[src/rtl/cpu_timing_pkg.sv]
// Shared types and constants for the CPU cycle-timing sequencer.
package cpu_timing_pkg;

    typedef enum logic [1:0] {
        RESET_SEQ,
        FETCH,
        EXEC,
        INT_SEQ
    } seq_state_t;

    localparam logic [1:0] VEC_NONE  = 2'b00;
    localparam logic [1:0] VEC_IRQ   = 2'b01;
    localparam logic [1:0] VEC_NMI   = 2'b10;
    localparam logic [1:0] VEC_RESET = 2'b11;

    localparam int DEF_RESET_CYCLES = 7;
    localparam int DEF_INT_CYCLES   = 7;
    localparam int DEF_MIN_CYCLES   = 2;

    // Predecode may report lengths below the hardware minimum; raise them.
    function automatic logic [2:0] clamp_len(input logic [2:0] len, input logic [2:0] min_len);
        return (len < min_len) ? min_len : len;
    endfunction

endpackage

[src/rtl/timing_sequencer_nmi_edge_latch.sv]
// Rising-edge detector on nmi with a sticky pending flag cleared when the sequencer takes it.
module nmi_edge_latch (
    input  logic clk,
    input  logic nrst,
    input  logic nmi,
    input  logic clear,
    output logic pending
);

    logic nmi_prev;

    // NOTE: sequential state uses non-blocking assignments so every register samples pre-edge values.
    always_ff @(posedge clk or negedge nrst) begin
        if (!nrst) begin
            nmi_prev <= 1'b0;
            pending  <= 1'b0;
        end else begin
            nmi_prev <= nmi;
            // An edge landing in the same cycle as the clear is a new request and must survive.
            pending  <= (pending & ~clear) | (nmi & ~nmi_prev);
        end
    end

endmodule

[src/rtl/timing_sequencer.sv]
// T-state sequencer: reset sequence, fetch/execute stepping, interrupt arbitration and RDY stall.
module timing_sequencer
    import cpu_timing_pkg::*;
#(
    parameter int RESET_CYCLES = DEF_RESET_CYCLES,
    parameter int INT_CYCLES   = DEF_INT_CYCLES,
    parameter int MIN_CYCLES   = DEF_MIN_CYCLES
) (
    input  logic       clk,
    input  logic       nrst,
    input  logic       ready,
    input  logic [2:0] cycle_count_in,
    input  logic       nmi,
    input  logic       irq,
    input  logic       i_flag,
    output logic [2:0] tstate,
    output logic       sync,
    output logic       load_ir,
    output logic       pc_inc,
    output logic       last_cycle,
    output logic       int_active,
    output logic [1:0] vector_sel
);

    localparam logic [2:0] RESET_LAST = 3'(RESET_CYCLES - 1);
    localparam logic [2:0] INT_LAST   = 3'(INT_CYCLES);
    localparam logic [2:0] MIN_LEN    = 3'(MIN_CYCLES);

    seq_state_t state, state_nxt;
    logic [2:0] count, count_nxt;
    logic [2:0] length, length_nxt;
    logic [1:0] vec, vec_nxt;
    logic       nmi_pending, nmi_clear, irq_req;

    nmi_edge_latch u_nmi (
        .clk     (clk),
        .nrst    (nrst),
        .nmi     (nmi),
        .clear   (nmi_clear),
        .pending (nmi_pending)
    );

    assign irq_req = irq & ~i_flag;

    always_ff @(posedge clk or negedge nrst) begin
        if (!nrst) begin
            state  <= RESET_SEQ;
            count  <= 3'd0;
            length <= MIN_LEN;
            vec    <= VEC_RESET;
        end else begin
            state  <= state_nxt;
            count  <= count_nxt;
            length <= length_nxt;
            vec    <= vec_nxt;
        end
    end

    // NOTE: every signal driven here gets a default first, so no path can infer a latch.
    always_comb begin
        state_nxt  = state;
        count_nxt  = count;
        length_nxt = length;
        vec_nxt    = vec;
        nmi_clear  = 1'b0;
        tstate     = count;
        sync       = 1'b0;
        load_ir    = 1'b0;
        pc_inc     = 1'b0;
        last_cycle = 1'b0;
        int_active = 1'b0;
        vector_sel = vec;

        case (state)
            RESET_SEQ: begin
                tstate     = 3'd0;
                int_active = 1'b1;
                last_cycle = (count == RESET_LAST);
                if (ready) begin
                    if (last_cycle) begin
                        state_nxt = FETCH;
                        count_nxt = 3'd1;
                        vec_nxt   = VEC_NONE;
                    end else begin
                        count_nxt = count + 3'd1;
                    end
                end
            end
            FETCH: begin
                sync    = 1'b1;
                load_ir = ready;
                pc_inc  = ready;
                if (ready) begin
                    length_nxt = clamp_len(cycle_count_in, MIN_LEN);
                    state_nxt  = EXEC;
                    count_nxt  = 3'd2;
                end
            end
            EXEC: begin
                last_cycle = (count == length);
                if (ready) begin
                    if (last_cycle) begin
                        count_nxt = 3'd1;
                        // Instruction boundary: NMI outranks an unmasked IRQ.
                        if (nmi_pending) begin
                            state_nxt = INT_SEQ;
                            vec_nxt   = VEC_NMI;
                            nmi_clear = 1'b1;
                        end else if (irq_req) begin
                            state_nxt = INT_SEQ;
                            vec_nxt   = VEC_IRQ;
                        end else begin
                            state_nxt = FETCH;
                        end
                    end else begin
                        count_nxt = count + 3'd1;
                    end
                end
            end
            INT_SEQ: begin
                int_active = 1'b1;
                last_cycle = (count == INT_LAST);
                if (ready) begin
                    if (last_cycle) begin
                        state_nxt = FETCH;
                        count_nxt = 3'd1;
                        vec_nxt   = VEC_NONE;
                    end else begin
                        count_nxt = count + 3'd1;
                    end
                end
            end
            default: state_nxt = RESET_SEQ;
        endcase
    end

endmodule

[config.mk]
export PLATFORM = sky130hd
export DESIGN_NAME = timing_sequencer
export DESIGN_NICKNAME = d
export VERILOG_FILES = /design/src/rtl/cpu_timing_pkg.sv /design/src/rtl/timing_sequencer_nmi_edge_latch.sv /design/src/rtl/timing_sequencer.sv
export SDC_FILE = /design/constraint.sdc
export NUM_CORES = 1
export LEC_CHECK = 0
export ABC_AREA = 0
export BUFFER_PORTS_ARGS = -buffer_cell sky130_fd_sc_hd__buf_2
export CAP_MARGIN = 20
export CORE_ASPECT_RATIO = 0.8
export CORE_MARGIN = 3
export CORE_UTILIZATION = 43
export DETAILED_ROUTE_END_ITERATION = 10
export PLACE_DENSITY = 0.66
export SLEW_MARGIN = 20
export SYNTH_ARGS = -nofsm -noshare
export SYNTH_HDL_FRONTEND = slang
export SYNTH_SLANG_ARGS = --single-unit
[constraint.sdc]
create_clock -name clk -period 5.9 [get_ports clk]
set_input_delay 0.295 -clock clk [delete_from_list [all_inputs] [get_ports clk]]
set_output_delay 0.295 -clock clk [all_outputs]
set_load 0.05 [all_outputs]
==> out/qor.yml, run 1 <==
min_path:
  hp-class: "input port to flip-flop"
cells_and_area:
  layout.cells.non_filler: 130
  layout_common_cells: "buf_2 (18), inv_1 (9), o21ai_0 (9), dfrtp_1 (9)"
  final_nets: 125
  drive_gt1_share_pct: 26.9
  final_common_cell: "buf_2"
  antenna_cells: 0
  area_growth_syn_to_layout_pct: 17.3
timing:
  worst_slack_ps: 3630
  setup_viol: 0
  worst_pin_slew_ps: 749
  finalHoldViolations: 0
  fmax_mhz: 440
  hold_ws_ps: 135
  fin_crit_ps: 2270
  maxSlewViolCount: 0
  final.setup_skew_ps: 5.11
  relSlewSlack_pct: 49.6
  rsz0062_at_grt: "no"
  fin_tns_setup_ps: 0
  period_share_pct: 38.5
floorplan:
  fp.dieW_um: 54.7
  die_h_um: 45.0
  rows: 13
  ios: 19
  die_area_mm2: 0.00246
  coreArea_mm2: 0.00171
  initial_core_util_pct: 47.8
critical_path:
  crit_type: "flip-flop to flip-flop"
  cpPeakStageDelay_ps: 660
  start_kind: "flip-flop"
  critPathRequiredTime_ps: 6100
  crit_slowest_cell: "a21boi_0"
  endpoint_kind: "flip-flop"
  crit_path_max_fanout: 10
  cp_cell_sequence: "inv_1 -> ha_1 -> a21boi_0 -> a2111o_1 -> nor3_1 -> a221o_2"
  arrival_ps: 2480
routing:
  wire_per_inst_um: 13.5
  remaining_drc_errors: 0
  wirelength_um: 1750
  route.met2.wl_um: 765
  drtAntennaViolNets: 0
  via_count: 713
  wl_met1_um: 839
  dr_wl_met3_um: 118
  via_per_inst: 5.48
  highest_layer: "met4"
  drt_iter0_markers: 19
  first_pass_iters: 4
run_status:
  status: "complete, no violations"
logic_synthesis:
  ys.flop_type: "dfrtp_1"
  ys_seq_elements: 12
  synthArstFlopShare_pct: 100
  yosysSeqAreaShare_pct: 37.2
  syn-mean-instance-area_um2: 9.28
  synth_cell_type_count: 32
  synth_fp_nets: 104
  synth_edf_count: 0
  ys_warn_count: 0
  synth_area_um2: 817
  syn_inst: 88
grt:
  grt_overflow: 0
  grt_pass1_vias: 672
  grt_max_degree: 13
  antenna_found_initial: 0
  grt_pass1_wl_um: 2990
  track_usage_pct: 17.4
clocking:
  cts_htree_levels: 1
  cts_tree: "yes"
  clk_root_buffer_cell: "clkbuf_4"
  clock_sinks: 12
  clock_latency_ps: 280
  clock_path_buffers: 2
  cts_made_buffers: 3
  clk_pin_slew_ps: 70
place:
  place_ws_ps: 3670
  place_congestion: 0.826
  hpwl_um: 1380
  dp.cells: 125
  port-buffer-count: 18
power_and_ir_drop:
  p_per_area_mw_per_mm2: 630
  power_w: 0.000604
  p_leak_nw: 0.464
  peakVddDrop_v: 0.000367
flow_run:
  cap_viol_max_count: 0
## path summary, 6_finish.rpt
path                                 from              to  slack (ps)  cells past startpoint
hold / removal                        nmi  u_nmi.nmi_prev         140                      1
setup / recovery                 state[1]   vector_sel[1]        3630                      6
max in group asynchronous            nrst       length[1]        5210                      2
min in group asynchronous            nrst        state[0]         410                      2
setup reg to reg                 state[1]   vector_sel[1]        3630                      6
hold reg to reg            u_nmi.nmi_prev   u_nmi.pending         430                      1
## report_power, final
group | total (W) | leakage (nW) | internal, W | switching, W
sequential | 0.000147 | 0.137 | 0.000118 | 0.0000298
clock | 0.0000665 | 0.0210 | 0.0000376 | 0.0000289
combinational | 0.000390 | 0.306 | 0.000130 | 0.000260
## critical path, delay by kind of cell, from the launching register on
family | cells | cell delay (ps)
flip-flops | 1 | 410
buffers and inverters | 1 | 120
AND/OR/NAND/NOR | 1 | 60
adder cells (fa/ha/maj) | 1 | 350
AO/OA/AOI/OAI | 3 | 1260
## through the flow
step	area (um2)	util (%)
2_1_floorplan	817	-
3_3_place_gp	912	53.4
3_5_place_dp	912	53.4
4_1_cts	958	56.1
5_1_grt	958	56.1
6_report	958	56.1
## logic make-up after synthesis
group	after synthesis	share of synthesized area [%]
fa+ha+maj	7	10.7
xor+xnor	3	3.22
mux	2	2.60
simple gates	26	16.5
compound gates	26	22.8
flops	12	37.2
buf+inv	12	6.89
## repair_timing
| item | in CTS | in global routing |
|---|---|---|
| hold buffers | 1 | 0 |
| setup buffers | 0 | 0 |
| resized for setup | 0 | 0 |
| hold endpoints to repair | 9 | 0 |
| setup endpoints to repair | 0 | 0 |
## Yosys cell counts, drive strengths merged (3+ instances only)
library cell | number | area share [%]
dfrtp | 9 | 28
inv | 9 | 4.1
o21ai | 9 | 5.5
ha | 7 | 11
nand2 | 7 | 3.2
nand3 | 7 | 4.3
dfstp | 3 | 9.6
nor2 | 3 | 1.4
nor2b | 3 | 2.3
xnor2 | 3 | 3.2
## area by class of cell
class	instances	area [um2]
fillers	166	749
multi-input cells	64	457
flip-flops and latches	12	304
repair buffers	19	100
clock buffers	4	36.3
inverters	9	33.8
well taps	22	27.5
## flip-flops by register name, indices dropped and copies added, names as in the netlist
signal / count
u_nmi.nmi_prev: 1
length: 3
state: 2
u_nmi.pending: 1
vector_sel: 2
count: 3
## layer usage
metal  track usage (%)  vias up
li1                  -      356
met1              22.5      328
met2              26.7       25
met3              5.28        4
met4              7.46        0
met5                 0        -
Note: power is estimated with default switching activity, not from simulation.
==> run 2, diff against run 1 <==
--- a/config.mk
+++ b/config.mk
@@ -12,7 +12,7 @@
 export CORE_MARGIN = 3
 export CORE_UTILIZATION = 43
 export DETAILED_ROUTE_END_ITERATION = 10
-export PLACE_DENSITY = 0.66
+export PLACE_DENSITY = 0.69
 export SLEW_MARGIN = 20
 export SYNTH_ARGS = -nofsm -noshare
 export SYNTH_HDL_FRONTEND = slang
==> constraint.sdc (replaced) <==
create_clock -name clk -period 1.8 [get_ports clk]
set_input_delay 0.09 -clock clk [delete_from_list [all_inputs] [get_ports clk]]
set_output_delay 0.09 -clock clk [all_outputs]
set_load 0.05 [all_outputs]
==> run 2 against run 1 <==
Effect of this change:
- the flow now finishes with violations (setup timing)
- largest power group unchanged
- setup slack worse by 3700 ps
- wire length increased by 24%
- critical endpoint is now vector_sel[0]
- largest cell class unchanged
- via count grew 12%
- hold slack worse by 63 ps
- critical path type unchanged
- total power rose to 3.9 times the previous value
- utilization rose by 13 points
- critical path depth is the same
==> out/qor.yml, run 2 (synthesis results as in run 1) <==
routing:
  wire_per_inst_um: 14.5  # +7.4%
  wirelength_um: 2170  # +24%
  via_count: 796  # +12%
  remaining_drc_errors: 0  # unchanged
  drt_iter0_markers: 29  # +10
  first_pass_iters: 4  # unchanged
  drtAntennaViolNets: 0  # unchanged
  via_per_inst: 5.31  # -3.2%
critical_path:
  crit_path_start: "state[1]"
  start_kind: "flip-flop"
  endpoint_kind: "flip-flop"
  reg2reg_to: "vector_sel[0]"
  arrival_ps: 2120  # -360 ps
  critPathRequiredTime_ps: 2020  # -4080 ps
  crit_path_max_fanout: 4  # -6
  r2r_slack_ps: -110  # -3740 ps
  crit_type: "flip-flop to flip-flop"
  critPathCapture: "vector_sel[0]"
  r2r_start: "state[1]"
  r2r.worst_path.cells: 6  # unchanged
cells_and_area:
  multi_input_area_um2: 514  # +13%
  layout.cells.non_filler: 150  # +15%
  n_fill_cell: 142  # -14%
  fin_util_pct: 68.8  # +13 points
  final_common_cell: "buf_4"
  antenna_cells: 0  # unchanged
  reg.largest.list: "count: 3 flops, length: 3 flops"
  final-seq-area_um2: 304  # unchanged
  final_nets: 145  # +16%
  area_growth_syn_to_layout_pct: 43.8
  drive_gt1_share_pct: 44.5  # +18 points
  layout_common_cells: "buf_4 (18), buf_2 (16), dfrtp_1 (9), nand3_1 (7), o21ai_0 (7)"
power_and_ir_drop:
  intPower_w: 0.00118  # +310%
  p_comb_share_pct: 71.5  # +6.9 points
  p_switching_w: 0.00119  # +270%
  peakVddDrop_v: 0.00164  # +350%
  p_leak_nw: 0.547  # +18%
  p_clk_share_pct: 7.3  # -3.7 points
  seqPwrFrac_pct: 21.2  # -3.2 points
  p_per_area_mw_per_mm2: 2010  # +220%
  switching_share_pct: 50.3  # -2.5 points
clocking:
  cts_tree: "yes"
  clock_sinks: 12  # unchanged
  clk_root_buffer_cell: "clkbuf_4"
  clock_latency_ps: 280  # about the same
  cts_made_buffers: 3  # unchanged
  clk_pin_slew_ps: 70  # about the same
  clock_path_buffers: 2  # unchanged
  cts_htree_levels: 1  # unchanged
timing:
  hold_ws_ps: 71.8  # -63.5 ps
  relSlewSlack_pct: 78.2  # +29 points
  maxSlewViolCount: 0  # unchanged
  rsz0062_at_grt: "yes"
  worst_pin_slew_ps: 327  # -422 ps
  finalHoldViolations: 0  # unchanged
  period_share_pct: 106  # +68 points
  fin_crit_ps: 1910  # -364 ps
  fmax_mhz: 524  # +19%
  worst_slack_ps: -109  # -3740 ps
  setup_viol: 2  # +2
  final.setup_skew_ps: 4.51  # -0.604 ps
grt:
  grt_overflow: 0  # unchanged
  met2_usage_pct: 30.7  # +4.0 points
  grtUsageMet3_pct: 5.94  # +0.66 points
  grt_pass1_wl_um: 3370  # +13%
  met1_usage_pct: 25.6  # +3.1 points
  track_usage_pct: 19.7  # +2.4 points
  grt_busiest_layer: "met2"
  antenna_found_initial: 0  # unchanged
  grt_pass1_vias: 730  # +8.6%
  grt_max_degree: 13  # unchanged
floorplan:
  coreArea_mm2: 0.00171  # unchanged
  ios: 19  # unchanged
  initial_core_util_pct: 47.8  # unchanged
  fp.dieW_um: 54.7  # unchanged
  die_h_um: 45.0  # unchanged
  rows: 13  # unchanged
  die_area_mm2: 0.00246  # unchanged
run_status:
  status: "finished with violations"
  violations: "setup timing"
place:
  place_ws_ps: -92.7  # -3760 ps
  place_congestion: 0.924  # +12%
  port-buffer-count: 18  # unchanged
  hpwl_um: 1560  # +13%
  dp.cells: 137  # +9.6%
min_path:
  hold_start: "cycle_count_in[2]"
  hp-class: "input port to flip-flop"
flow_run:
  cap_viol_max_count: 0  # unchanged
## run 2: cell types whose count changed in the layout (fill, tap and decap cells not counted), moves of 2 or more
cell	previous run	this run
buf_6	0	2
inv_1	9	6
o21ai_0	9	7
o21ai_1	0	2
ha_4	0	2
inv_2	0	2
ha_2	0	2
buf_4	0	18
buf_2	18	16
ha_1	7	3
## run 2: layout make-up
class | count | area share, %
multi-input cells | 64 | 43.8
flip-flops and latches | 12 | 25.9
repair buffers | 39 | 22.6
inverters | 9 | 3.19
well taps | 22 | 2.34
clock buffers | 4 | 2.24
## run 2: repair_timing
action | 4_1_cts | 5_1_grt
resized for setup | 9 | 5
endpoints found under the setup margin | 7 | 8
setup buffers | 1 | 6
endpoints found under the hold margin | 13 | 0
pin swaps | 1 | 2
hold buffers | 2 | 0
## run 2: routing by layer
metal / up-vias / wire [um]
met4: 0 / 36
met2: 31 / 1040
li1: 393 / -
met1: 365 / 965
met3: 7 / 128
met5: - / 0
## run 2: worst min path at each step
stage                      to  slack (ps)  depth (start not counted)
floorplan            count[0]        -210                          0
global placement     count[0]         -20                          1
detailed placement   count[1]         -20                          1
CTS                 length[2]          60                          2
global route        length[2]          60                          2
finish              length[2]          70                          2
## run 2: per-stage QoR
step / total power (W) / TNS [ps] / area (um2)
floorplan: 0.00157 / -390 / 845
global placement: 0.00199 / -93.6 / 1030
detailed placement: 0.00200 / -188 / 1030
CTS: 0.00223 / -216 / 1110
global route: 0.00253 / -513 / 1170
finish: 0.00237 / -194 / 1170
## run 2: power groups by stage
stage	clock network [W]	logic, W	registers, W
after CTS	0.000180	0.00155	0.000499
after floorplan	0	0.00108	0.000496
after global placement	0	0.00149	0.000497
final	0.000173	0.00169	0.000501
after detailed placement	0	0.00150	0.000499
after global routing	0.000192	0.00182	0.000513
## run 2: worst max-delay path, stage by stage (launching register included)
cell,delay [ps]
dfrtp_1,400
inv_2,70
ha_4,150
or3_4,390
a2111o_1,430
or3_1,320
nand3_1,90
